==> config.mk <==
export PLATFORM = sky130hd
export DESIGN_NAME = fetch_unit_flat
export DESIGN_NICKNAME = d
export VERILOG_FILES = /design/src/rtl/fetch_unit_if.sv /design/src/rtl/fetch_unit.sv /design/src/flat_wrapper.sv
export SDC_FILE = /design/constraint.sdc
export NUM_CORES = 1
export LEC_CHECK = 0
export CORE_ASPECT_RATIO = 0.9
export CORE_MARGIN = 3
export CORE_UTILIZATION = 51
export DETAILED_ROUTE_END_ITERATION = 7
export PLACE_DENSITY = 0.77
export RECOVER_POWER = 25
export REMOVE_ABC_BUFFERS = 1
export SYNTH_ARGS = -nofsm -noshare
export SYNTH_HDL_FRONTEND = slang
export SYNTH_SLANG_ARGS = --single-unit
export TNS_END_PERCENT = 100
==> constraint.sdc <==
create_clock -name clk -period 2.75 [get_ports clk]
set_clock_uncertainty 0.1 [all_clocks]
set_input_delay 0.275 -clock clk [delete_from_list [all_inputs] [get_ports clk]]
set_output_delay 0.275 -clock clk [all_outputs]
set_load 0.01 [all_outputs]
==> src/rtl/fetch_unit_if.sv <==
// Fetch-stage bus bundle: instruction-memory req/ack channel plus the decode-facing queue head.
// master = fetch unit, slave = memory/decode side.
interface fetch_unit_if #(
  parameter int unsigned ADDR_W = 32,
  parameter int unsigned DATA_W = 32
);
  logic              imem_req;
  logic [ADDR_W-1:0] imem_addr;
  logic              imem_ack;
  logic [DATA_W-1:0] imem_rdata;
  logic              if_valid;
  logic [DATA_W-1:0] if_instr;
  logic [ADDR_W-1:0] if_pc;
  logic              id_ready;

  modport master (
    output imem_req, imem_addr, if_valid, if_instr, if_pc,
    input  imem_ack, imem_rdata, id_ready
  );

  modport slave (
    input  imem_req, imem_addr, if_valid, if_instr, if_pc,
    output imem_ack, imem_rdata, id_ready
  );
endinterface

==> src/rtl/fetch_unit.sv <==
// Instruction fetch: one outstanding imem read at a time, results buffered in a small
// circular queue toward decode; pc_stall holds the PC until a fetch is accepted.
module fetch_unit #(
  parameter int unsigned ADDR_W = 32,
  parameter int unsigned DATA_W = 32,
  parameter int unsigned QDEPTH = 2
) (
  input  logic              clk,
  input  logic              rst_n,
  input  logic [ADDR_W-1:0] pc_addr,
  input  logic              flush,
  output logic              pc_stall,
  fetch_unit_if.master      bus
);
  localparam int unsigned PtrW = (QDEPTH > 1) ? $clog2(QDEPTH) : 1;
  localparam int unsigned CntW = $clog2(QDEPTH + 1);

  typedef enum logic [1:0] {StIdle, StWait, StDiscard} state_e;

  state_e            state_q;
  logic              req_q;
  logic [ADDR_W-1:0] addr_q;
  logic [DATA_W-1:0] q_instr [QDEPTH];
  logic [ADDR_W-1:0] q_pc    [QDEPTH];
  logic [PtrW-1:0]   wr_ptr_q, rd_ptr_q;
  logic [CntW-1:0]   count_q;

  logic accept, push, pop, not_empty;

  always_comb begin
    not_empty = (count_q != '0);
    accept    = (state_q == StWait) && bus.imem_ack && !flush;
    push      = accept;
    pop       = not_empty && bus.id_ready;
    pc_stall  = ~(accept | flush);

    bus.imem_req  = req_q;
    bus.imem_addr = addr_q;
    bus.if_valid  = not_empty;
    bus.if_instr  = not_empty ? q_instr[rd_ptr_q] : '0;
    bus.if_pc     = not_empty ? q_pc[rd_ptr_q] : '0;
  end

  always_ff @(posedge clk or negedge rst_n) begin
    if (!rst_n) begin
      state_q  <= StIdle;
      req_q    <= 1'b0;
      addr_q   <= '0;
      wr_ptr_q <= '0;
      rd_ptr_q <= '0;
      count_q  <= '0;
      for (int i = 0; i < int'(QDEPTH); i++) begin
        q_instr[i] <= '0;
        q_pc[i]    <= '0;
      end
    end else begin
      // Request side: the handshake always completes, even across a flush.
      unique case (state_q)
        StIdle: begin
          if (!flush && (count_q < CntW'(QDEPTH))) begin
            addr_q  <= pc_addr;
            req_q   <= 1'b1;
            state_q <= StWait;
          end
        end
        StWait: begin
          if (bus.imem_ack) begin
            req_q   <= 1'b0;
            state_q <= StIdle;
          end else if (flush) begin
            state_q <= StDiscard;
          end
        end
        StDiscard: begin
          if (bus.imem_ack) begin
            req_q   <= 1'b0;
            state_q <= StIdle;
          end
        end
        default: begin
          req_q   <= 1'b0;
          state_q <= StIdle;
        end
      endcase

      // Queue side: flush wins over push and pop.
      if (flush) begin
        wr_ptr_q <= '0;
        rd_ptr_q <= '0;
        count_q  <= '0;
      end else begin
        if (push) begin
          q_instr[wr_ptr_q] <= bus.imem_rdata;
          q_pc[wr_ptr_q]    <= addr_q;
          wr_ptr_q          <= wr_ptr_q + PtrW'(1);
        end
        if (pop) begin
          rd_ptr_q <= rd_ptr_q + PtrW'(1);
        end
        if (push && !pop) begin
          count_q <= count_q + CntW'(1);
        end else if (pop && !push) begin
          count_q <= count_q - CntW'(1);
        end
      end
    end
  end
endmodule
==> src/flat_wrapper.sv <==
// flat-port wrapper written by rule: the top's interface ports become plain ports
module fetch_unit_flat 
#(
  parameter int unsigned ADDR_W = 32,
  parameter int unsigned DATA_W = 32,
  parameter int unsigned QDEPTH = 2
)
  (clk, rst_n, pc_addr, flush, pc_stall, bus_imem_req, bus_imem_addr, bus_if_valid, bus_if_instr, bus_if_pc, bus_imem_ack, bus_imem_rdata, bus_id_ready);
  fetch_unit_if #(.ADDR_W(ADDR_W), .DATA_W(DATA_W)) bus_i ();
  input  logic clk;
  input  logic rst_n;
  input  logic [ADDR_W-1:0] pc_addr;
  input  logic flush;
  output logic pc_stall;
  output wire logic [$bits(bus_i.imem_req)-1:0] bus_imem_req;
  output wire logic [$bits(bus_i.imem_addr)-1:0] bus_imem_addr;
  output wire logic [$bits(bus_i.if_valid)-1:0] bus_if_valid;
  output wire logic [$bits(bus_i.if_instr)-1:0] bus_if_instr;
  output wire logic [$bits(bus_i.if_pc)-1:0] bus_if_pc;
  input wire logic [$bits(bus_i.imem_ack)-1:0] bus_imem_ack;
  input wire logic [$bits(bus_i.imem_rdata)-1:0] bus_imem_rdata;
  input wire logic [$bits(bus_i.id_ready)-1:0] bus_id_ready;
  assign bus_imem_req = bus_i.imem_req;
  assign bus_imem_addr = bus_i.imem_addr;
  assign bus_if_valid = bus_i.if_valid;
  assign bus_if_instr = bus_i.if_instr;
  assign bus_if_pc = bus_i.if_pc;
  assign bus_i.imem_ack = bus_imem_ack;
  assign bus_i.imem_rdata = bus_imem_rdata;
  assign bus_i.id_ready = bus_id_ready;
  fetch_unit #(.ADDR_W(ADDR_W), .DATA_W(DATA_W), .QDEPTH(QDEPTH)) u_core (.clk(clk), .rst_n(rst_n), .pc_addr(pc_addr), .flush(flush), .pc_stall(pc_stall), .bus(bus_i));
endmodule
After elaboration in Yosys (flattened, before gate mapping)
Cells that the tools add are included.
{ "classes": {"add_sub_neg": 4, "n_shift": 0, "n_lt_le_gt_ge": 4, "n_mux": 27, "mul": 0, "bitwise": 5, "eq_ne": 6, "n_reduce_logical": 20, "div": 0} }
{ "op_table": {"columns": ["operator", "count"], "rows": [
  ["$mux 32", 9],
  ["$bwmux 64", 2],
  ["$demux 32 s1", 1],
  ["$mux 2", 7],
  ["$logic_and 1x1->1", 7],
  ["$mux 1", 6],
  ["$pmux 2 s3", 1],
  ["$reduce_and 2->1", 3],
  ["$reduce_bool 2->1", 3],
  ["$ge 2x2->1 const B", 2],
  ["$ne 2x1->1 const B", 2],
  ["$not 1->2", 2],
  ["$logic_not 1->1", 3],
  ["$ne 3x3->1 const B", 1],
  ["$reduce_and 3->1", 1],
  ["$reduce_bool 3->1", 1],
  ["$add 1x1->1 const B", 2],
  ["$add 2x1->2 const B", 1],
  ["$eq 2x1->1 const B", 1],
  ["$eq 2x2->1 const B", 1],
  ["$logic_not 2->1", 1],
  ["$lt 2x1->1 const B", 1],
  ["$lt 2x2->1 const B", 1],
  ["$ne 2x2->1 const B", 1],
  ["other kinds (5)", 6]
]} }
{ "totals": {"input_bits": 69, "ram_bits": 0, "wordCells": 76, "latchBits": 0, "memories": 0, "romBits": 0, "reg_bits": 167} }

Longest topological paths before layout
{ "depth": {"depth_word": 8, "mapped_depth": 6, "mapped_depth_nobuf": 5} }

Worst setup path before layout
Ideal clock, no wire load.
{ "synth_path": {"kind": "register -> register", "from": "register u_core.state_q[1]", "to": "register u_core.q_pc[34] (netlist bit)", "stages_incl_launch_ff": 7, "t_arrival_ns": 1.730, "slack_ns": 0.795, "t_required_ns": 2.525, "path_cell_list": "dfrtp_1 > inv_1 > ha_1 > nand2_2 > nor3_4 > buf_6 > mux2_2"} }
{ "synth_via": {"elab_chain_cells": 4} }
{ "synth_lines": {"columns": ["item", "line", "text"], "rows": [
  ["start, declared", "fetch_unit.sv:20", "state_e state_q;"],
  ["start signal, assigned", "fetch_unit.sv:46", "state_q <= StIdle;"],
  ["start signal, assigned", "fetch_unit.sv:63", "state_q <= StWait;"],
  ["start signal, assigned", "fetch_unit.sv:69", "state_q <= StIdle;"],
  ["$eq 2x1->1", "fetch_unit.sv:32", "accept = (state_q == StWait) && bus.imem_ack && !flush;"],
  ["$logic_and 1x1->1 (2 in series)", "fetch_unit.sv:32", null],
  ["$reduce_and 2->1 (no source line)", null, null],
  ["end signal, assigned by index", "fetch_unit.sv:94", "q_pc[wr_ptr_q] <= addr_q;"],
  ["end, declared", "fetch_unit.sv:24", "logic [ADDR_W-1:0] q_pc [QDEPTH];"]
]} }
No other way between the ends.
A chain may end at the register's enable or synchronous reset.

Final worst setup path
{ "layout_path": {"from": "register u_core.rd_ptr_q", "to": "output bus_if_instr[17]"} }
{ "layout_via": {"elab_chain_cells": 5} }
{ "layout_lines": {"columns": ["item", "line", "text"], "rows": [
  ["start, declared", "fetch_unit.sv:25", "logic [PtrW-1:0] wr_ptr_q, rd_ptr_q;"],
  ["start signal, assigned", "fetch_unit.sv:98", "rd_ptr_q <= rd_ptr_q + PtrW'(1);"],
  ["$not 1->2 (implied by the code)", "fetch_unit.sv:40", "bus.if_instr = not_empty ? q_instr[rd_ptr_q] : '0;"],
  ["$mux 32 (implied by the code) (3 in series)", "fetch_unit.sv:40", null],
  ["$mux 32", "fetch_unit.sv:40", null],
  ["end, declared", "flat_wrapper.sv:18", "output wire logic [$bits(bus_i.if_instr)-1:0] bus_if_instr;"]
]} }
No other way between the ends. The select of a mux whose other input is x is not followed.

==> summary.md <==
| Metric | Value |
|---|---|
| Final setup fails | 0 |
| GRT Resource Usage Total | 20.4% |
| Flop pwr share | 42.5% |
| Crit path kind | flip-flop to output pin |
| CP top delay family | buffers and inverters |
| Clock Power Share | 23.5% |
| Worst path bufs/invs | 2 |
| IO Port Bufs | 167 |
| WP data required | 2.38 ns |
| CP peak stage delay | 0.62 ns |
| Post-route DRC | 0 |
| PD cells | 1050 mW/mm^2 |
| Vias in the first global route | 5063 |
| Area delta synth->final | 33.7% |
| Clk buf depth | 2 |
| Final Wtd Congestion | 0.790 |
| Seq/Total Area, Yosys | 56.4% |
| Pleak | 4.16 nW |
| Peak supply drop | 0.566 mV |
| WL final | 15700 um |
| Finished Cell Area | 0.00991 sq mm |
| Root Buffer Master | clkbuf_16 |
| # fillers | 976 |
| Worst slack, placed | 0.475 ns |
| R2R Path End | u_core.q_instr[38] |
| Fin crit share | 90.3% |
| Arrival time worst endpoint | 2.11 ns |
| Kind of start point of the critical path | flip-flop |
| Slew Viols, Final | 66 |
| Failing checks | max-capacitance violations, max-slew violations |
| Status | finished with violations |
| Hold EP | u_core.bus.imem_addr[5] |
| First-pass GRT wire length | 26100 um |
| Core area | 0.0141 sq mm |
| Clk Latency, worst-skew pair | 0.41 ns |
| Final core utilization | 70.3% |
| Grt peak-use layer | met2 |
| Area of placed instances | 0.00928 sq mm |
| Mapped Cells | 534 |
| Largest net degree at the start of global routing | 77 |
| Reg clk slew, reported paths | 0.06 ns |
| CP max FO | 15 |
| Ys Warns | 0 |
| Routed Antenna Nets | 0 |
| Comb pwr share | 33.9% |
| Met3 usage | 6.36% |
| Worst hold path type | input port to flip-flop |
| Worst hold margin | 0.359 ns |
| # IOs | 168 |
| Cts repair resizes | 0 |
| Row Count | 41 |
| Total number of vias | 4766 |
| Worst setup margin | 0.266 ns |
| Yosys cell types | 32 |
| Fmax | 403 MHz |
| Min Tclk post-route | 2.48 ns |
| Unrepaired setup endpoints after global routing | no |
| Share of layout cells above drive strength 1 | 28.7% |
| Avg Vias per Cell | 5.25 |
| Chip Width | 133 um |
| Most frequent cells in the layout | 166 x clkdlybuf4s50_1, 166 x dfrtp_1, 155 x mux2_2 |
| Int Pwr | 7.42 mW |
| Max Cap Viol | 1 |
| Initial antenna violation count | 0 |
| Die area | 0.0160 sq mm |
| Relative slew slack | -6.32% |
| GRT Residual Overflow | 0 |
| H-tree levels | 4 |
| CP Cell Sequence | buf_12 -> mux2i_1 -> nor2_1 -> clkdlybuf4s50_1 |
| Min-Delay Path Depth | 2 |
| CTS tree | built |
| Mapped cell area | 0.00742 sq mm |
| M2 GR Usage | 32.4% |
| Diode count | 0 |
| GRT met1 Usage | 27.5% |
| Detailed placement HPWL | 10500 um |
| Initial DRC Count | 237 |
| Die height | 120 um |
| Number of synthesized register bits | 167 |
| Initial Utilization | 52.6% |
| R2R setup slack | 0.55 ns |
| Min-delay src | pc_addr[5] |
| NumNets Final | 776 |
| Routed len/inst | 17.3 um |
| Post-Syn Area per Cell | 13.9 sq um |
| Final hold violation count | 0 |
| Total clock sinks | 167 |
| Launching point of the worst reg2reg path | u_core.state_q[1] |
| CP Capture Type | output pin |
| Initial DRT Pass Iterations | 4 |
| Worst path slowest cell | dfrtp_4 |
| P_sw | 3.01 mW |
| CTS Buf Count | 17 |
| Switching Fraction | 28.9% |
| R2R depth | 6 |
| Slew @ Worst Pin | 1.59 ns |
## Yosys cell counts, drive strengths merged
master  count  area share [%]
nor2       67             3.4
nor3        2            0.29
mux2      161              24
nand4       1           0.084
a211o       1            0.12
xor2        2            0.24
a31oi       2            0.17
mux2i      64             8.6
or3         2            0.17
buf        26             2.9
o2111a      1            0.15
nor2b       3            0.25
clkbuf      7            0.35
and3b       1            0.12
nand2b      2            0.17
o22a        1            0.12
nand2       4            0.27
o211ai      1            0.10
or4b        1            0.13
ha          4            0.67
or2         1           0.084
inv         6            0.30
dfrtp     167              56
a21oi       3            0.20
and3        1           0.084
o21ai       3            0.20
## routing by layer
metal	share of wire, %	routed length [um]
met1	45	7070
met2	47	7470
met3	6.8	1070
met4	0.93	146
met5	0	0
## worst max path at each step
stage,startpoint,endpoint,slack [ns],cells after the start
3_5_place_dp,bus_imem_ack,u_core.q_instr[5],0.48,5
6_report,u_core.rd_ptr_q,bus_if_instr[17],0.27,4
5_1_grt,rst_n,u_core.bus.imem_addr[21],0.08,3
3_3_place_gp,u_core.rd_ptr_q,bus_if_instr[13],0.53,4
2_1_floorplan,u_core.count_q[1],bus_if_valid,-0.37,2
4_1_cts,u_core.rd_ptr_q,bus_if_instr[13],0.08,4
## logic make-up after synthesis
group,share of synthesized area [%]
mux,33.1
buf+inv,3.54
xor+xnor,0.236
simple gates,5.04
flops,56.4
fa+ha+maj,0.675
compound gates,1.06
## sequential cells by signal (all words and copies together), names as in the netlist
name,cells
u_core.bus.imem_req,1
u_core.bus.imem_addr,32
u_core.rd_ptr_q,1
u_core.count_q,2
u_core.q_instr,64
u_core.state_q,2
u_core.wr_ptr_q,1
u_core.q_pc,64
## per-stage QoR
stage / setup TNS (ns) / std cells / total power, mW
floorplan: -39.78 / 501 / 6.41
global route: 0 / 908 / 11.1
global placement: 0 / 875 / 7.81
detailed placement: 0 / 875 / 8.04
finish: 0 / 908 / 10.4
CTS: 0 / 907 / 10.5
## power groups by stage
| stage | Clock [mW] | Combinational [mW] | Sequential (mW) |
|---|---|---|---|
| floorplan | 0 | 2.03 | 4.38 |
| global placement | 0 | 3.42 | 4.39 |
| detailed placement | 0 | 3.55 | 4.49 |
| CTS | 2.51 | 3.58 | 4.46 |
| global route | 2.60 | 3.85 | 4.61 |
| finish | 2.46 | 3.54 | 4.44 |
## timing repair
item,CTS,global route
setup endpoints to repair,0,2
setup buffers,0,1
hold endpoints to repair,63,0
hold buffers,1,0
## area by class of cell
class	count	area, sq um	area share [%]
tap	193	241	2.44
multi-input combinational	328	2980	30.0
inverter	6	22.5	0.227
timing repair buffer	183	1880	18.9
clock inverter	9	149	1.50
sequential	167	4180	42.2
clock buffer	22	464	4.68
Note: power is estimated with default switching activity, not from simulation.
